`src/rtl/dir_sequencer.sv`:
```
// dir_sequencer: requests a path from an external planner, loads the packed
// direction codes and plays them out one slot at a time, advancing either on
// a fixed cycle timer or on node-detected pulses.
// Optional feature: define DIR_SEQ_AUTO_REPLAN_EN to make the block bump both
// node indices (mod NUM_NODES) after each completed path and immediately
// request the next one, sweeping continuously until reset.
module dir_sequencer #(
  parameter int MAX_STEPS = 10,
  parameter int DIR_W     = 2,
  parameter int NODE_W    = 5,
  parameter int NUM_NODES = 25,
  parameter int START_CYC = 200,
  parameter int TICK_DIV  = 50000000,
  parameter int WAIT_TO   = 1000000
) (
  input  logic                             clk,
  input  logic                             rst,
  input  logic                             go,
  input  logic [NODE_W-1:0]                s_node_in,
  input  logic [NODE_W-1:0]                e_node_in,
  input  logic                             adv_mode,
  input  logic                             node_hit,
  output logic                             plan_start,
  output logic [NODE_W-1:0]                plan_s_node,
  output logic [NODE_W-1:0]                plan_e_node,
  input  logic                             plan_done,
  input  logic [MAX_STEPS*DIR_W-1:0]       plan_path,
  output logic [DIR_W-1:0]                 dir_out,
  output logic                             dir_valid,
  output logic [$clog2(MAX_STEPS+1)-1:0]   step_idx,
  output logic                             busy,
  output logic                             path_done,
  output logic                             plan_err,
  output logic [DIR_W-1:0]                 led_n
);

  localparam int SW        = $clog2(MAX_STEPS + 1);
  localparam int PW        = MAX_STEPS * DIR_W;
  localparam int CNT_MAX_A = (START_CYC > WAIT_TO) ? START_CYC : WAIT_TO;
  localparam int CNT_MAX   = (CNT_MAX_A > TICK_DIV) ? CNT_MAX_A : TICK_DIV;
  localparam int CNT_W     = $clog2(CNT_MAX + 1);

  localparam logic [CNT_W-1:0] START_LAST = CNT_W'(START_CYC - 1);
  localparam logic [CNT_W-1:0] WAIT_LAST  = CNT_W'(WAIT_TO - 1);
  localparam logic [CNT_W-1:0] TICK_LAST  = CNT_W'(TICK_DIV - 1);
  localparam logic [SW-1:0]    STEP_END   = SW'(MAX_STEPS);
`ifdef DIR_SEQ_AUTO_REPLAN_EN
  localparam logic [NODE_W-1:0] NODE_LAST = NODE_W'(NUM_NODES - 1);
`endif

  typedef enum logic [2:0] {
    S_IDLE, S_REQ, S_WAIT, S_LOAD, S_RUN, S_END
  } state_t;

  state_t               state_q, state_d;
  logic [CNT_W-1:0]     cnt_q, cnt_d;       // shared REQ / WAIT / step timer
  logic [PW-1:0]        path_q, path_d;
  logic                 mode_q, mode_d;
  logic [SW-1:0]        step_q, step_d;
  logic [DIR_W-1:0]     dir_q, dir_d;
  logic                 valid_q, valid_d;
  logic                 start_q, start_d;
  logic [NODE_W-1:0]    s_q, s_d;
  logic [NODE_W-1:0]    e_q, e_d;
  logic                 done_q, done_d;
  logic                 err_q, err_d;
  logic                 busy_q, busy_d;
  logic [DIR_W-1:0]     led_q, led_d;

  logic [DIR_W-1:0]     cur_slot;
  logic [DIR_W-1:0]     next_slot;
  logic [DIR_W-1:0]     first_slot;
  logic                 run_stop;
  logic                 advance;

  // Slot lookup; indices at or past MAX_STEPS read as the terminator code.
  function automatic logic [DIR_W-1:0] slot_at(input logic [PW-1:0] path,
                                               input logic [SW-1:0] idx);
    slot_at = '0;
    for (int k = 0; k < MAX_STEPS; k++) begin
      if (idx == SW'(k)) slot_at = path[k*DIR_W +: DIR_W];
    end
  endfunction

  assign cur_slot   = slot_at(path_q, step_q);
  assign next_slot  = slot_at(path_q, step_q + SW'(1));
  assign first_slot = slot_at(plan_path, '0);
  assign run_stop   = (step_q == STEP_END) || (cur_slot == '0);
  assign advance    = mode_q ? node_hit : (cnt_q == TICK_LAST);

  // State register.
  // NOTE: sequential state uses non-blocking assignments so every register
  // samples the pre-edge values, independent of process ordering.
  always_ff @(posedge clk or posedge rst) begin
    if (rst) state_q <= S_IDLE;
    else     state_q <= state_d;
  end

  // Next-state decode.
  // NOTE: the default assignment first guarantees no path leaves state_d
  // unassigned, which would otherwise infer a latch.
  always_comb begin
    state_d = state_q;
    unique case (state_q)
      S_IDLE: if (go) state_d = S_REQ;
      S_REQ:  if (cnt_q == START_LAST) state_d = S_WAIT;
      S_WAIT: begin
        if (plan_done)               state_d = S_LOAD;
        else if (cnt_q == WAIT_LAST) state_d = S_IDLE;
      end
      S_LOAD: state_d = S_RUN;
      S_RUN:  if (run_stop) state_d = S_END;
`ifdef DIR_SEQ_AUTO_REPLAN_EN
      S_END:  state_d = S_REQ;
`else
      S_END:  state_d = S_IDLE;
`endif
      default: state_d = S_IDLE;
    endcase
  end

  // Next values for the counter, path store and all registered outputs.
  always_comb begin
    cnt_d   = cnt_q;
    path_d  = path_q;
    mode_d  = mode_q;
    step_d  = step_q;
    dir_d   = dir_q;
    valid_d = valid_q;
    start_d = start_q;
    s_d     = s_q;
    e_d     = e_q;
    done_d  = 1'b0;
    err_d   = err_q;
    unique case (state_q)
      S_IDLE: begin
        if (go) begin
          s_d     = s_node_in;
          e_d     = e_node_in;
          err_d   = 1'b0;
          start_d = 1'b1;
          cnt_d   = '0;
        end
      end
      S_REQ: begin
        if (cnt_q == START_LAST) begin
          start_d = 1'b0;
          cnt_d   = '0;
        end else begin
          cnt_d = cnt_q + 1'b1;
        end
      end
      S_WAIT: begin
        if (plan_done) begin
          cnt_d = '0;
        end else if (cnt_q == WAIT_LAST) begin
          err_d = 1'b1;
          cnt_d = '0;
        end else begin
          cnt_d = cnt_q + 1'b1;
        end
      end
      S_LOAD: begin
        // Path and step source are frozen here for the whole run.
        path_d  = plan_path;
        mode_d  = adv_mode;
        step_d  = '0;
        cnt_d   = '0;
        dir_d   = first_slot;
        valid_d = (first_slot != '0);
      end
      S_RUN: begin
        if (run_stop) begin
          dir_d   = '0;
          valid_d = 1'b0;
          done_d  = 1'b1;
          cnt_d   = '0;
        end else if (advance) begin
          step_d  = step_q + SW'(1);
          cnt_d   = '0;
          dir_d   = next_slot;
          valid_d = (next_slot != '0);
        end else if (!mode_q) begin
          cnt_d = cnt_q + 1'b1;
        end
      end
      S_END: begin
        dir_d   = '0;
        valid_d = 1'b0;
`ifdef DIR_SEQ_AUTO_REPLAN_EN
        s_d     = (s_q == NODE_LAST) ? '0 : s_q + 1'b1;
        e_d     = (e_q == NODE_LAST) ? '0 : e_q + 1'b1;
        start_d = 1'b1;
        cnt_d   = '0;
`endif
      end
      default: ;
    endcase
    busy_d = (state_d != S_IDLE);
    led_d  = ~dir_d;
  end

  // Datapath and output registers.
  // NOTE: the path store is reset along with everything else; it is only a
  // handful of flops, and a clean value keeps post-reset behaviour defined.
  always_ff @(posedge clk or posedge rst) begin
    if (rst) begin
      cnt_q   <= '0;
      path_q  <= '0;
      mode_q  <= 1'b0;
      step_q  <= '0;
      dir_q   <= '0;
      valid_q <= 1'b0;
      start_q <= 1'b0;
      s_q     <= '0;
      e_q     <= '0;
      done_q  <= 1'b0;
      err_q   <= 1'b0;
      busy_q  <= 1'b0;
      led_q   <= '1;
    end else begin
      cnt_q   <= cnt_d;
      path_q  <= path_d;
      mode_q  <= mode_d;
      step_q  <= step_d;
      dir_q   <= dir_d;
      valid_q <= valid_d;
      start_q <= start_d;
      s_q     <= s_d;
      e_q     <= e_d;
      done_q  <= done_d;
      err_q   <= err_d;
      busy_q  <= busy_d;
      led_q   <= led_d;
    end
  end

  assign plan_start  = start_q;
  assign plan_s_node = s_q;
  assign plan_e_node = e_q;
  assign dir_out     = dir_q;
  assign dir_valid   = valid_q;
  assign step_idx    = step_q;
  assign busy        = busy_q;
  assign path_done   = done_q;
  assign plan_err    = err_q;
  assign led_n       = led_q;

endmodule
```
`config.mk`:
```
export PLATFORM = sky130hd
export DESIGN_NAME = dir_sequencer
export DESIGN_NICKNAME = d
export VERILOG_FILES = /design/src/rtl/dir_sequencer.sv
export SDC_FILE = /design/constraint.sdc
export NUM_CORES = 1
export LEC_CHECK = 0
export ABC_AREA = 1
export CORE_UTILIZATION = 53
export CTS_CLUSTER_DIAMETER = 50
export CTS_CLUSTER_SIZE = 10
export DETAILED_ROUTE_END_ITERATION = 10
export DONT_BUFFER_PORTS = 1
export PLACE_DENSITY_LB_ADDON = 0.2
export SKIP_LAST_GASP = 1
export SLEW_MARGIN = 0
export SYNTH_ARGS = -nofsm -noshare
export SYNTH_HDL_FRONTEND = slang
export SYNTH_SLANG_ARGS = --single-unit
export TNS_END_PERCENT = 1
```
`constraint.sdc`:
```
create_clock -name clk -period 4.7 [get_ports clk]
set_input_delay 0.47 -clock clk [delete_from_list [all_inputs] [get_ports clk]]
set_output_delay 0.47 -clock clk [all_outputs]
set_load 0.05 [all_outputs]
```
==> metrics.md, run 1 <==
| Metric | Value |
|---|---|
| Area of the mapped netlist | about 4500 um^2 |
| Total negative slack for setup checks | 0 ps |
| Total CTS buffers | 9 |
| CTS Sinks | 73 |
| Critical Path AT | 3400 ps |
| # Max-Cap Violations | 0 |
| TritonCTS clock tree | yes |
| Number of synthesis warnings | 0 |
| Result of the run | finished, final reports clean |
| Initial cell density of the core | 0.5464 |
| Max Root-Sink Buffers | 2 |
| Clock-pin slew on the worst setup and hold paths | 90 ps |
| Maximum clock frequency | 314.3 MHz |
| Clock period minus worst slack | between 3000 and 4000 ps |
| First-pass GRT wire length | 17.24 mm |
| Final count of negative-setup-slack endpoints | 0 |
| HPWL after DPL | 7.631 mm |
| Nature of the critical path endpoint | flip-flop |
| Antenna diode instance count | 0 |
| Maximum level of the CTS H-tree | 3 |
| Number of DRC markers in iteration 0 | 249 |
| PwrDens | between 400 and 500 nW/um^2 |
| Most Frequent Cell on Critical Path | sky130_fd_sc_hd__nand2_1 |
| Critical path type | reg -> reg |
| Area enclosed by the die boundary | 8843 um^2 |
| Path type of the worst min-delay path | in -> async |
| Resize count post-CTS | 0 |
| Final-stage net count | 640 |
| Clock Tree Root | sky130_fd_sc_hd__clkbuf_8 |
| Largest net degree at the start of global routing | between 40 and 50 |
| Type of element launching the critical path | flip-flop |
| Average wire per cell in the routed design | 14.67 um |
| Layout Utilization | 0.5723 |
| Post-synthesis to final-layout area growth | 4.738% |
| Number of synthesized register bits | 73 |
| Final number of hold-violating endpoints | 0 |
| Worst ir drop on vdd | 0.0003471 V |
| Sequential share of the synthesized area | 0.4075 |
| Post CTS Setup Buffer Count | 0 |
| IO Count | 59 |
| Gr usage total | 0.2522 |
| Final setup skew | 15.82 ps |
| LEAKAGE | ~2.2 nW |
| Vias in the first global route | 3,522 |
| Via count | 3,826 |
| Core box area | 8217 um^2 |
| Actual transition at the worst max-transition pin | 816.2 ps |
| Post-Synthesis Cells | 602 |
| Grt total ovfl | 0 |
| Tcrit/Tclk final | 0.6769 |
| # rows | 33 |
| Hold-fix buffers, CTS | 0 |
| Number of antenna violations at the first check in global routing | 0 |
| Die outline height | 94.04 um |
| Post-synth cell types | 40 |
| Overall routed net length | 10.37 mm |
| Post-route DRC violation count | 0 |
| GPL Wtd Cong | 0.8809 |
| Max Transition Viols Final | 0 |
| Total nets after synthesis | between 600 and 700 |
| Count of port buffers added during placement | 0 |
| Width of the die | 94.04 um |
| Number of vias per cell after detailed routing | 5.412 |
| Maximum fanout count along the critical path | 43 |
| Number of routed nets with antenna violations | 0 |
| Worst-path cell with the longest stage delay | sky130_fd_sc_hd__dfrtp_1 |
| Unrepaired setup endpoints after global routing | no |
| Detailed-routing iteration count for the pre-antenna-repair pass | 5 |
| Data required time at the worst endpoint | 4920 ps |
| Biggest cell delay along the critical path | approximately 770 ps |
| Layout cells sized above 1 | 0.1013 |
| Worst slew margin | 0.4558 |
| Per-instance average area after synthesis | 7.457 um^2 |
| Cells along the critical path | inv_1, ha_1, inv_1, nor2_1, nand2_1, nand3_1, nand2_1, nand2_1, nand2_1, nand2_1, nand2_1, nand2_1, nand2_1, nand2_1, nand2_1, nand2_2, nor2_4, nand3_4, nand2_4, o21ai_0 |
| Clock latency of the later-clocked register in the worst-skew pair | ~350 ps |
[sequential cells by signal (all words and copies together) (netlist names), named ones only]
signal       flops
cnt_q           26
path_q          20
plan_e_node      5
plan_s_node      5
step_idx         4
state_q          3
led_n            2
busy             1
dir_valid        1
mode_q           1
path_done        1
plan_err         1
plan_start       1
[Yosys cell counts]
cell type	count	area share
sky130_fd_sc_hd__o21ai_2	1	0.0020
sky130_fd_sc_hd__xnor2_1	2	0.0039
sky130_fd_sc_hd__nand2_2	5	0.0070
sky130_fd_sc_hd__a21oi_1	10	0.011
sky130_fd_sc_hd__nand2_4	2	0.0050
sky130_fd_sc_hd__nor3_2	1	0.0022
sky130_fd_sc_hd__buf_1	1	0.00084
sky130_fd_sc_hd__ha_1	7	0.020
sky130_fd_sc_hd__xor2_1	18	0.035
sky130_fd_sc_hd__a31oi_1	2	0.0028
sky130_fd_sc_hd__nor2_4	5	0.013
sky130_fd_sc_hd__nor3_1	12	0.013
sky130_fd_sc_hd__buf_6	5	0.013
sky130_fd_sc_hd__buf_4	2	0.0033
sky130_fd_sc_hd__nor4_1	9	0.013
sky130_fd_sc_hd__o21ai_0	39	0.043
sky130_fd_sc_hd__buf_2	6	0.0067
sky130_fd_sc_hd__o21ai_1	8	0.0089
sky130_fd_sc_hd__nand3_2	1	0.0022
sky130_fd_sc_hd__or2_2	7	0.0098
sky130_fd_sc_hd__nand3b_1	1	0.0017
sky130_fd_sc_hd__nor2_2	2	0.0028
sky130_fd_sc_hd__and3_1	1	0.0014
sky130_fd_sc_hd__nor3b_1	1	0.0017
sky130_fd_sc_hd__nor2_1	40	0.033
sky130_fd_sc_hd__a31o_2	1	0.0020
sky130_fd_sc_hd__mux2_2	10	0.025
sky130_fd_sc_hd__clkbuf_1	4	0.0033
sky130_fd_sc_hd__dfrtp_1	71	0.40
sky130_fd_sc_hd__nand3_4	2	0.0078
sky130_fd_sc_hd__dfstp_2	2	0.012
sky130_fd_sc_hd__inv_1	71	0.059
sky130_fd_sc_hd__inv_2	1	0.00084
sky130_fd_sc_hd__o41ai_1	1	0.0020
sky130_fd_sc_hd__clkinv_1	1	0.00084
sky130_fd_sc_hd__nand3_1	28	0.031
sky130_fd_sc_hd__nand4_2	1	0.0028
sky130_fd_sc_hd__nand4_1	27	0.038
sky130_fd_sc_hd__nand2_1	192	0.16
sky130_fd_sc_hd__o31ai_1	2	0.0033
[final cells by class]
class / instances / area [um^2]
fill: 767 / 3515
multi-input combinational: 438 / 2271
sequential: 73 / 1829
inverter: 73 / 274.0
clock buffer: 11 / 151.4
tap: 105 / 131.4
clock inverter: 5 / 30.03
timing repair buffer: 2 / 15.01
[final timing paths]
| check | startpoint | end | slack, ps | depth (start not counted) |
|---|---|---|---|---|
| worst max-delay path | step_idx[1]$_DFFE_PP0P_ | cnt_q[0]$_DFFE_PP0P_ | 1520 | 20 |
| worst min-delay path | rst | cnt_q[8]$_DFFE_PP0P_ | 80 | 1 |
| worst max register to register | step_idx[1]$_DFFE_PP0P_ | cnt_q[0]$_DFFE_PP0P_ | 1520 | 20 |
| worst min register to register | path_q[5]$_DFFE_PP0P_ | path_q[5]$_DFFE_PP0P_ | 510 | 2 |
| max in group asynchronous | rst | cnt_q[14]$_DFFE_PP0P_ | 3560 | 2 |
| min in group clk | plan_path[8] | path_q[8]$_DFFE_PP0P_ | 230 | 2 |
[layer usage]
| layer | up-vias | GRT usage | routed length (um) |
|---|---|---|---|
| met5 | - | 0 | 0 |
| met2 | 110 | 0.3449 | 4257 |
| met3 | 8 | 0.05340 | 702 |
| li1 | 1941 | - | - |
| met1 | 1767 | 0.3951 | 5312 |
| met4 | 0 | 0.06923 | 97 |
[cells in the final DEF (no fill, tap or decap), types with 3 or more instances in the layout]
cell / instances
sky130_fd_sc_hd__nand2_1: 192
sky130_fd_sc_hd__dfrtp_1: 71
sky130_fd_sc_hd__inv_1: 70
sky130_fd_sc_hd__nor2_1: 40
sky130_fd_sc_hd__o21ai_0: 39
sky130_fd_sc_hd__nand3_1: 28
sky130_fd_sc_hd__nand4_1: 27
sky130_fd_sc_hd__xor2_1: 18
sky130_fd_sc_hd__nor3_1: 11
sky130_fd_sc_hd__clkbuf_8: 11
sky130_fd_sc_hd__a21oi_1: 10
sky130_fd_sc_hd__mux2_2: 10
sky130_fd_sc_hd__nor4_1: 9
sky130_fd_sc_hd__o21ai_1: 8
sky130_fd_sc_hd__or2_2: 7
sky130_fd_sc_hd__ha_1: 7
sky130_fd_sc_hd__nand2_2: 5
sky130_fd_sc_hd__nor2_4: 5
sky130_fd_sc_hd__clkinv_2: 3
[logic make-up after synthesis]
logic type      share of synthesized area
flops                              0.4075
simple gates                       0.3456
mux                               0.02508
xor+xnor                          0.03902
compound gates                    0.07553
buf+inv                           0.08779
fa+ha+maj                         0.01951
[worst max-delay path, delay by kind of cell, from the launching register on]
family          cells  cell delay [ps]
simple gates       16             1460
flops               1              770
fa+ha+maj           1              310
buf+inv             2              300
compound gates      1              170
[report_power, final]
group | internal [mW] | switching [mW]
sequential | 0.738 | 0.362
combinational | 0.156 | 0.274
clock | 0.218 | 0.248
[per-stage QoR]
step           total power [mW]  std cells  setup slack, ps  instance area [um^2]  hold slack [ps]
2_1_floorplan             1.456        602             2096                  4489            448.0
5_1_grt                   2.105        707             1236                  4702            141.6
3_5_place_dp              1.542        691             1532                  4521            473.8
3_3_place_gp              1.530        691             1698                  4521            469.1
4_1_cts                   2.004        707             1542                  4702            94.73
6_report                  1.996        707             1519                  4702            78.87
Power figures use the tool's default switching activity.
==> run 2: changes to the inputs <==
==> constraint.sdc (replaced) <==
create_clock -name clk -period 2.9 [get_ports clk]
set_input_delay 0.29 -clock clk [delete_from_list [all_inputs] [get_ports clk]]
set_output_delay 0.29 -clock clk [all_outputs]
set_load 0.05 [all_outputs]
==> run 2 against run 1 <==
Effect of this change: the flow now finishes with violations (hold timing); largest power group unchanged; core utilization rose by 1.2 points; largest cell class unchanged; cell area up 2.2%; register-to-register slack worse by 1200 ps; fmax is 22% higher.
==> metrics.md, run 2 (synthesis results as in run 1) <==
| Metric | Value |
|---|---|
| Maximum level of the CTS H-tree | 3 |
| Overall routed net length | 10.39 mm |
| GPL Wtd Cong | 0.9326 |
| Final-stage net count | 649 |
| Maximum fanout count along the critical path | 43 |
| Cells along the critical path | inv_1, ha_1, o21ai_0, nand2_1, nand3_1, nand2_1, nand2_1, nand2_1, nand2_1, nand2_1, nand2_1, nand2_1, nand2_1, nand2_1, nand2_2, nor2_4, nand3_4, nand2_8, o21ai_0 |
| Biggest cell delay along the critical path | roughly 470 ps |
| Clock period minus worst slack | about 2600 ps |
| Final setup skew | 10.67 ps |
| Unrepaired setup endpoints after global routing | no |
| Count of port buffers added during placement | 0 |
| Gr usage total | 0.2572 |
| Min setup slack post-route | 288.5 ps |
| Worst-path cell with the longest stage delay | sky130_fd_sc_hd__dfrtp_1 |
| Largest register FFs | 26 |
| Area enclosed by the die boundary | 8843 um^2 |
| Critical path type | reg -> reg |
| Final number of hold-violating endpoints | 38 |
| PwrDens | between 600 and 700 nW/um^2 |
| Violations in the final reports | hold timing |
| Worst slew margin | 0.4578 |
| Max Transition Viols Final | 0 |
| Post-placement setup slack | 204.0 ps |
| Grt total ovfl | 0 |
| Maximum clock frequency | 382.9 MHz |
| Post-route DRC violation count | 0 |
| Vias in the first global route | 3,678 |
| First-pass GRT wire length | 17.49 mm |
| Beginning of the worst register-to-register path | step_idx[0]$_DFFE_PP0P_ |
| Clock Tree Root | sky130_fd_sc_hd__clkbuf_8 |
| Hold Slack | -19.27 ps |
| Total negative slack for setup checks | 0 ps |
| Area of placed instances | 4601 um^2 |
| Routing layer with the top usage in global route | met1 |
| Result of the run | finished with violations |
| # Max-Cap Violations | 0 |
| Largest net degree at the start of global routing | 44 |
| Antenna diode instance count | 0 |
| Highest-count cells in the layout ignoring fill and taps | 192 x sky130_fd_sc_hd__nand2_1, 71 x sky130_fd_sc_hd__dfrtp_1, 70 x sky130_fd_sc_hd__inv_1 |
| Register with the most flip-flops | cnt_q |
| Worst ir drop on vdd | a little over 0.0006 V |
| IO Count | 59 |
| Nature of the critical path endpoint | flip-flop |
| Post-route design area | 4803 um^2 |
| HPWL after DPL | 7.697 mm |
| Initial cell density of the core | 0.5464 |
| Layout Utilization | 0.5846 |
| Final count of negative-setup-slack endpoints | 0 |
| Total CTS buffers | 9 |
| Actual transition at the worst max-transition pin | 812.1 ps |
| Path type of the worst min-delay path | in -> async |
| Largest registers | cnt_q (26), path_q (20) |
| Clock-pin slew on the worst setup and hold paths | around 80 ps |
| Width of the die | between 90 and 100 um |
| Number of vias per cell after detailed routing | 5.429 |
| Via count | between 3,000 and 4,000 |
| Detailed-routing iteration count for the pre-antenna-repair pass | 4 |
| Most common library cell in the layout ignoring fill and taps | sky130_fd_sc_hd__nand2_1 |
| Total area of multi-input combinational cells | about 2300 um^2 |
| Type of element launching the critical path | flip-flop |
| # rows | 33 |
| CTS Sinks | 73 |
| Most Frequent Cell on Critical Path | sky130_fd_sc_hd__nand2_1 |
| Critical path origin | step_idx[0]$_DFFE_PP0P_ |
| Number of fill cells | 779 |
| Number of routed nets with antenna violations | 0 |
| Tcrit/Tclk final | 0.9005 |
| Clock latency of the later-clocked register in the worst-skew pair | between 300 and 400 ps |
| Critical Path AT | 2830 ps |
| Data required time at the worst endpoint | between 3000 and 4000 ps |
| Die outline height | 94.04 um |
| Average wire per cell in the routed design | 14.53 um |
| Post-synthesis to final-layout area growth | 6.996% |
| Sequential cell area | 1829 um^2 |
| Core box area | 8217 um^2 |
| Grt met2 use | 0.3595 |
| Number of antenna violations at the first check in global routing | 0 |
| Max Root-Sink Buffers | 2 |
| Met1 capacity usage during global routing | 0.3949 |
| Post CTS Setup Buffer Count | 0 |
| Met3 track demand over resource | 0.04612 |
| Number of DRC markers in iteration 0 | 257 |
| Layout cells sized above 1 | 0.1131 |
| TritonCTS clock tree | yes |
| LEAKAGE | 2.272 nW |
| PnR Total Power | 3.321 mW |
-- run 2: area by class of cell --
| type | count | share of cell area |
|---|---|---|
| multi-input combinational | 438 | 0.4746 |
| tap | 105 | 0.02735 |
| inverter | 73 | 0.05705 |
| clock buffer | 10 | 0.02865 |
| clock inverter | 5 | 0.01172 |
| timing repair buffer | 11 | 0.01980 |
| sequential | 73 | 0.3808 |
-- run 2: path summary, 6_finish.rpt --
path	slack (ps)	endpoint	depth (start not counted)
max	290	cnt_q[13]$_DFFE_PP0P_	19
min	-20	step_idx[2]$_DFFE_PP0P_	1
max reg2reg	290	cnt_q[13]$_DFFE_PP0P_	19
min reg2reg	490	path_q[10]$_DFFE_PP0P_	2
max in group asynchronous	2180	led_n[0]$_DFF_PP1_	2
min in group clk	60	path_q[19]$_DFFE_PP0P_	2
-- run 2: power by group --
part | switching [mW] | internal, mW | total [mW]
clock | 0.383 | 0.415 | 0.798
combinational | 0.481 | 0.283 | 0.763
sequential | 0.563 | 1.20 | 1.76
total | 1.43 | 1.89 | 3.32
-- run 2: stage by stage --
step | std cells | hold slack, ps
3_5_place_dp | 700 | 374.2
5_1_grt | 715 | 33.05
3_3_place_gp | 700 | 365.4
6_report | 715 | -19.27
4_1_cts | 715 | 2.701
2_1_floorplan | 602 | 406.6
-- run 2: critical path: cells and delay by family, from the launching register on --
kind                       cells  cell delay, ps
DFF                            1             470
adders and majority gates      1             230
and+or+nand+nor               15            1340
buffers and inverters          1             180
AOI/OAI and AO/OA              2             250
-- run 2: per-layer routing --
metal	vias up	part of all wire	routed length [um]
met1	1814	0.51	5259
met3	6	0.066	682
met2	116	0.42	4341
met4	0	0.010	105
li1	1946	-	-
met5	-	0	0
-- run 2: what timing repair did --
item | 4_1_cts | 5_1_grt
hold buffers | 0 | 0
endpoints found under the setup margin | 0 | 26
gates resized for setup | 0 | 1
==> run 3: changes to the inputs <==
--- a/config.mk
+++ b/config.mk
@@ -6,6 +6,7 @@
 export NUM_CORES = 1
 export LEC_CHECK = 0
 export ABC_AREA = 1
+export CORE_ASPECT_RATIO = 0.75
 export CORE_UTILIZATION = 53
 export CTS_CLUSTER_DIAMETER = 50
 export CTS_CLUSTER_SIZE = 10
==> run 3 against run 2 <==
Effect of this change: the run now ends clean; fmax fell by 2.1%; combinational power rose by 1%; clock power rose by 44%; wire length rose by 6.8%; sequential power barely moved; final cell count rose by 0.14%; global-route usage rose by 1.4 points; register-to-register slack got worse by 60 ps; non-clock buffer count did not move; via count rose by 1.4%; cell area rose by 2.3%; die area barely moved; largest power group unchanged; highest routed layer unchanged.
==> metrics.md, run 3 (synthesis results as in run 1) <==
| Metric | Value |
|---|---|
| Maximum clock frequency | 374.9 MHz |
| CTS Sinks | 73 |
| Number of cells in the finished layout apart from fillers | ~720 |
| Critical path type | reg -> reg |
| Result of the run | finished, final reports clean |
| Nature of the critical path endpoint | flip-flop |
| Largest net degree at the start of global routing | 44 |
| Min setup slack post-route | 232.8 ps |
| Post-placement setup slack | 212.7 ps |
| Vias in the first global route | 3,589 |
| Minimum setup slack among reg-to-reg paths | approximately 230 ps |
| Total CTS buffers | 9 |
| Worst ir drop on vdd | ~0.00063 V |
| Max Root-Sink Buffers | 2 |
| Final count of negative-setup-slack endpoints | 0 |
| # Max-Cap Violations | 0 |
| Final setup skew | 7.126 ps |
| Die outline height | roughly 82 um |
| Core box area | 8058 um^2 |
| First-pass GRT wire length | 18.03 mm |
| Detailed-routing iteration count for the pre-antenna-repair pass | 5 |
| Final-stage net count | 649 |
| Initial cell density of the core | 0.5571 |
| Register with the most flip-flops | cnt_q |
| LEAKAGE | 2.320 nW |
| Antenna diode instance count | 0 |
| Most common library cell in the layout ignoring fill and taps | sky130_fd_sc_hd__nand2_1 |
| Max Transition Viols Final | 0 |
| Critical path origin | cnt_q[7]$_DFFE_PP0P_ |
| Largest registers | cnt_q (26), path_q (20) |
| Area enclosed by the die boundary | 8846 um^2 |
| Path type of the worst min-delay path | in -> reg |
| GPL Wtd Cong | between 1 and 1.5 |
| Via count | 3,936 |
| Width of the die | 108.3 um |
| Overall routed net length | approximately 11 mm |
| Number of antenna violations at the first check in global routing | 0 |
| Maximum fanout count along the critical path | 9 |
| Sequential cell area | 1829 um^2 |
| Unrepaired setup endpoints after global routing | yes |
| Highest-count cells in the layout ignoring fill and taps | 192 x sky130_fd_sc_hd__nand2_1, 71 x sky130_fd_sc_hd__dfrtp_1, 70 x sky130_fd_sc_hd__inv_1 |
| PwrDens | 748.4 nW/um^2 |
| Grt total ovfl | 0 |
| Average wire per cell in the routed design | 15.49 um |
| Data required time at the worst endpoint | 3160 ps |
| # rows | 28 |
| Tcrit/Tclk final | 0.9197 |
| Total negative slack for setup checks | 0 ps |
| PnR Total Power | 3.679 mW |
| Post CTS Setup Buffer Count | 0 |
| Worst slew margin | 0.5231 |
| Final number of hold-violating endpoints | 0 |
| Number of fill cells | ~740 |
| IO Count | 59 |
| Number of vias per cell after detailed routing | around 5.5 |
| TritonCTS clock tree | yes |
| Clock-pin slew on the worst setup and hold paths | 60 ps |
| Number of DRC markers in iteration 0 | between 300 and 400 |
| Post-synthesis to final-layout area growth | 9.504% |
| Clock period minus worst slack | approximately 2700 ps |
| HPWL after DPL | about 8.3 mm |
| Startpoint of the tightest hold check path | plan_path[5] |
| Number of routed nets with antenna violations | 0 |
| Layout cells sized above 1 | 0.1113 |
| Gr usage total | 0.2713 |
| Critical Path AT | 2930 ps |
| Post-route DRC violation count | 0 |
| Total area of multi-input combinational cells | 2280 um^2 |
| Count of port buffers added during placement | 0 |
| Type of element launching the critical path | flip-flop |
| Clock latency of the later-clocked register in the worst-skew pair | 340 ps |
| Cell count after placement | 699 |
| Beginning of the worst register-to-register path | cnt_q[7]$_DFFE_PP0P_ |
| Actual transition at the worst max-transition pin | 714.3 ps |
| Maximum level of the CTS H-tree | 3 |
| Largest register FFs | 26 |
| Clock Tree Root | sky130_fd_sc_hd__clkbuf_16 |
run 3: cell types whose count changed in the layout (fill, tap and decap cells not counted):
cell	before	now
sky130_fd_sc_hd__inv_6	0	2
sky130_fd_sc_hd__clkbuf_16	0	9
sky130_fd_sc_hd__clkbuf_1	0	1
sky130_fd_sc_hd__buf_4	10	9
sky130_fd_sc_hd__clkinv_2	2	0
sky130_fd_sc_hd__dlygate4sd3_1	0	1
sky130_fd_sc_hd__clkbuf_8	10	0
sky130_fd_sc_hd__inv_8	0	1
run 3: worst max-delay path, cell delays in order (launching register included):
cell and delay (ps):
sky130_fd_sc_hd__dfrtp_1 530, sky130_fd_sc_hd__nand2_1 160, sky130_fd_sc_hd__nor4_1 520, sky130_fd_sc_hd__nand4_1 230, sky130_fd_sc_hd__nor4_1 590, sky130_fd_sc_hd__nand2_1 140
sky130_fd_sc_hd__xor2_1 180, sky130_fd_sc_hd__inv_1 60, sky130_fd_sc_hd__nand2_1 50, sky130_fd_sc_hd__o21ai_1 130
run 3: final cells by class:
class / count / share of cell area
timing repair buffer: 11 / 0.01985
clock inverter: 6 / 0.01527
multi-input combinational: 438 / 0.4637
inverter: 73 / 0.05574
sequential: 73 / 0.3721
clock buffer: 10 / 0.04658
tap: 105 / 0.02672
run 3: metal layers:
metal	share of wire	global-route usage	vias to the layer above	wire length, um
li1	-	-	1949	-
met1	0.51	0.4201	1813	5625
met2	0.38	0.3580	167	4251
met3	0.10	0.08413	7	1119
met4	0.0086	0.06757	0	95
met5	0	0	-	0
run 3: power breakdown:
group / total, mW / switching, mW / internal [mW]
Clock: 1.15 / 0.468 / 0.680
Combinational: 0.772 / 0.494 / 0.277
Sequential: 1.76 / 0.560 / 1.20
Total: 3.68 / 1.52 / 2.16
run 3: final timing paths:
kind                                         endpoint  cells past startpoint
min in group asynchronous  plan_e_node[1]$_DFFE_PP0P_                      2
max reg2reg                     cnt_q[23]$_DFFE_PP0P_                      9
max                             cnt_q[23]$_DFFE_PP0P_                      9
min                             path_q[5]$_DFFE_PP0P_                      2
min reg2reg                     path_q[6]$_DFFE_PP0P_                      2
max in group asynchronous          led_n[1]$_DFF_PP1_                      3
run 3: metrics by stage:
step                instance area, um^2  utilization  hold slack [ps]
global placement                   4593       0.5700            319.0
detailed placement                 4593       0.5700            337.4
CTS                                4907       0.6090            61.53
global route                       4916       0.6101            64.53
floorplan                          4489            -            406.6
finish                             4916       0.6101            68.94
run 3: timing repair:
item | CTS | global route
hold buffers | 1 | 0
resized for setup | 0 | 1
endpoints found under the setup margin | 0 | 11
hold endpoints to repair | 32 | 0
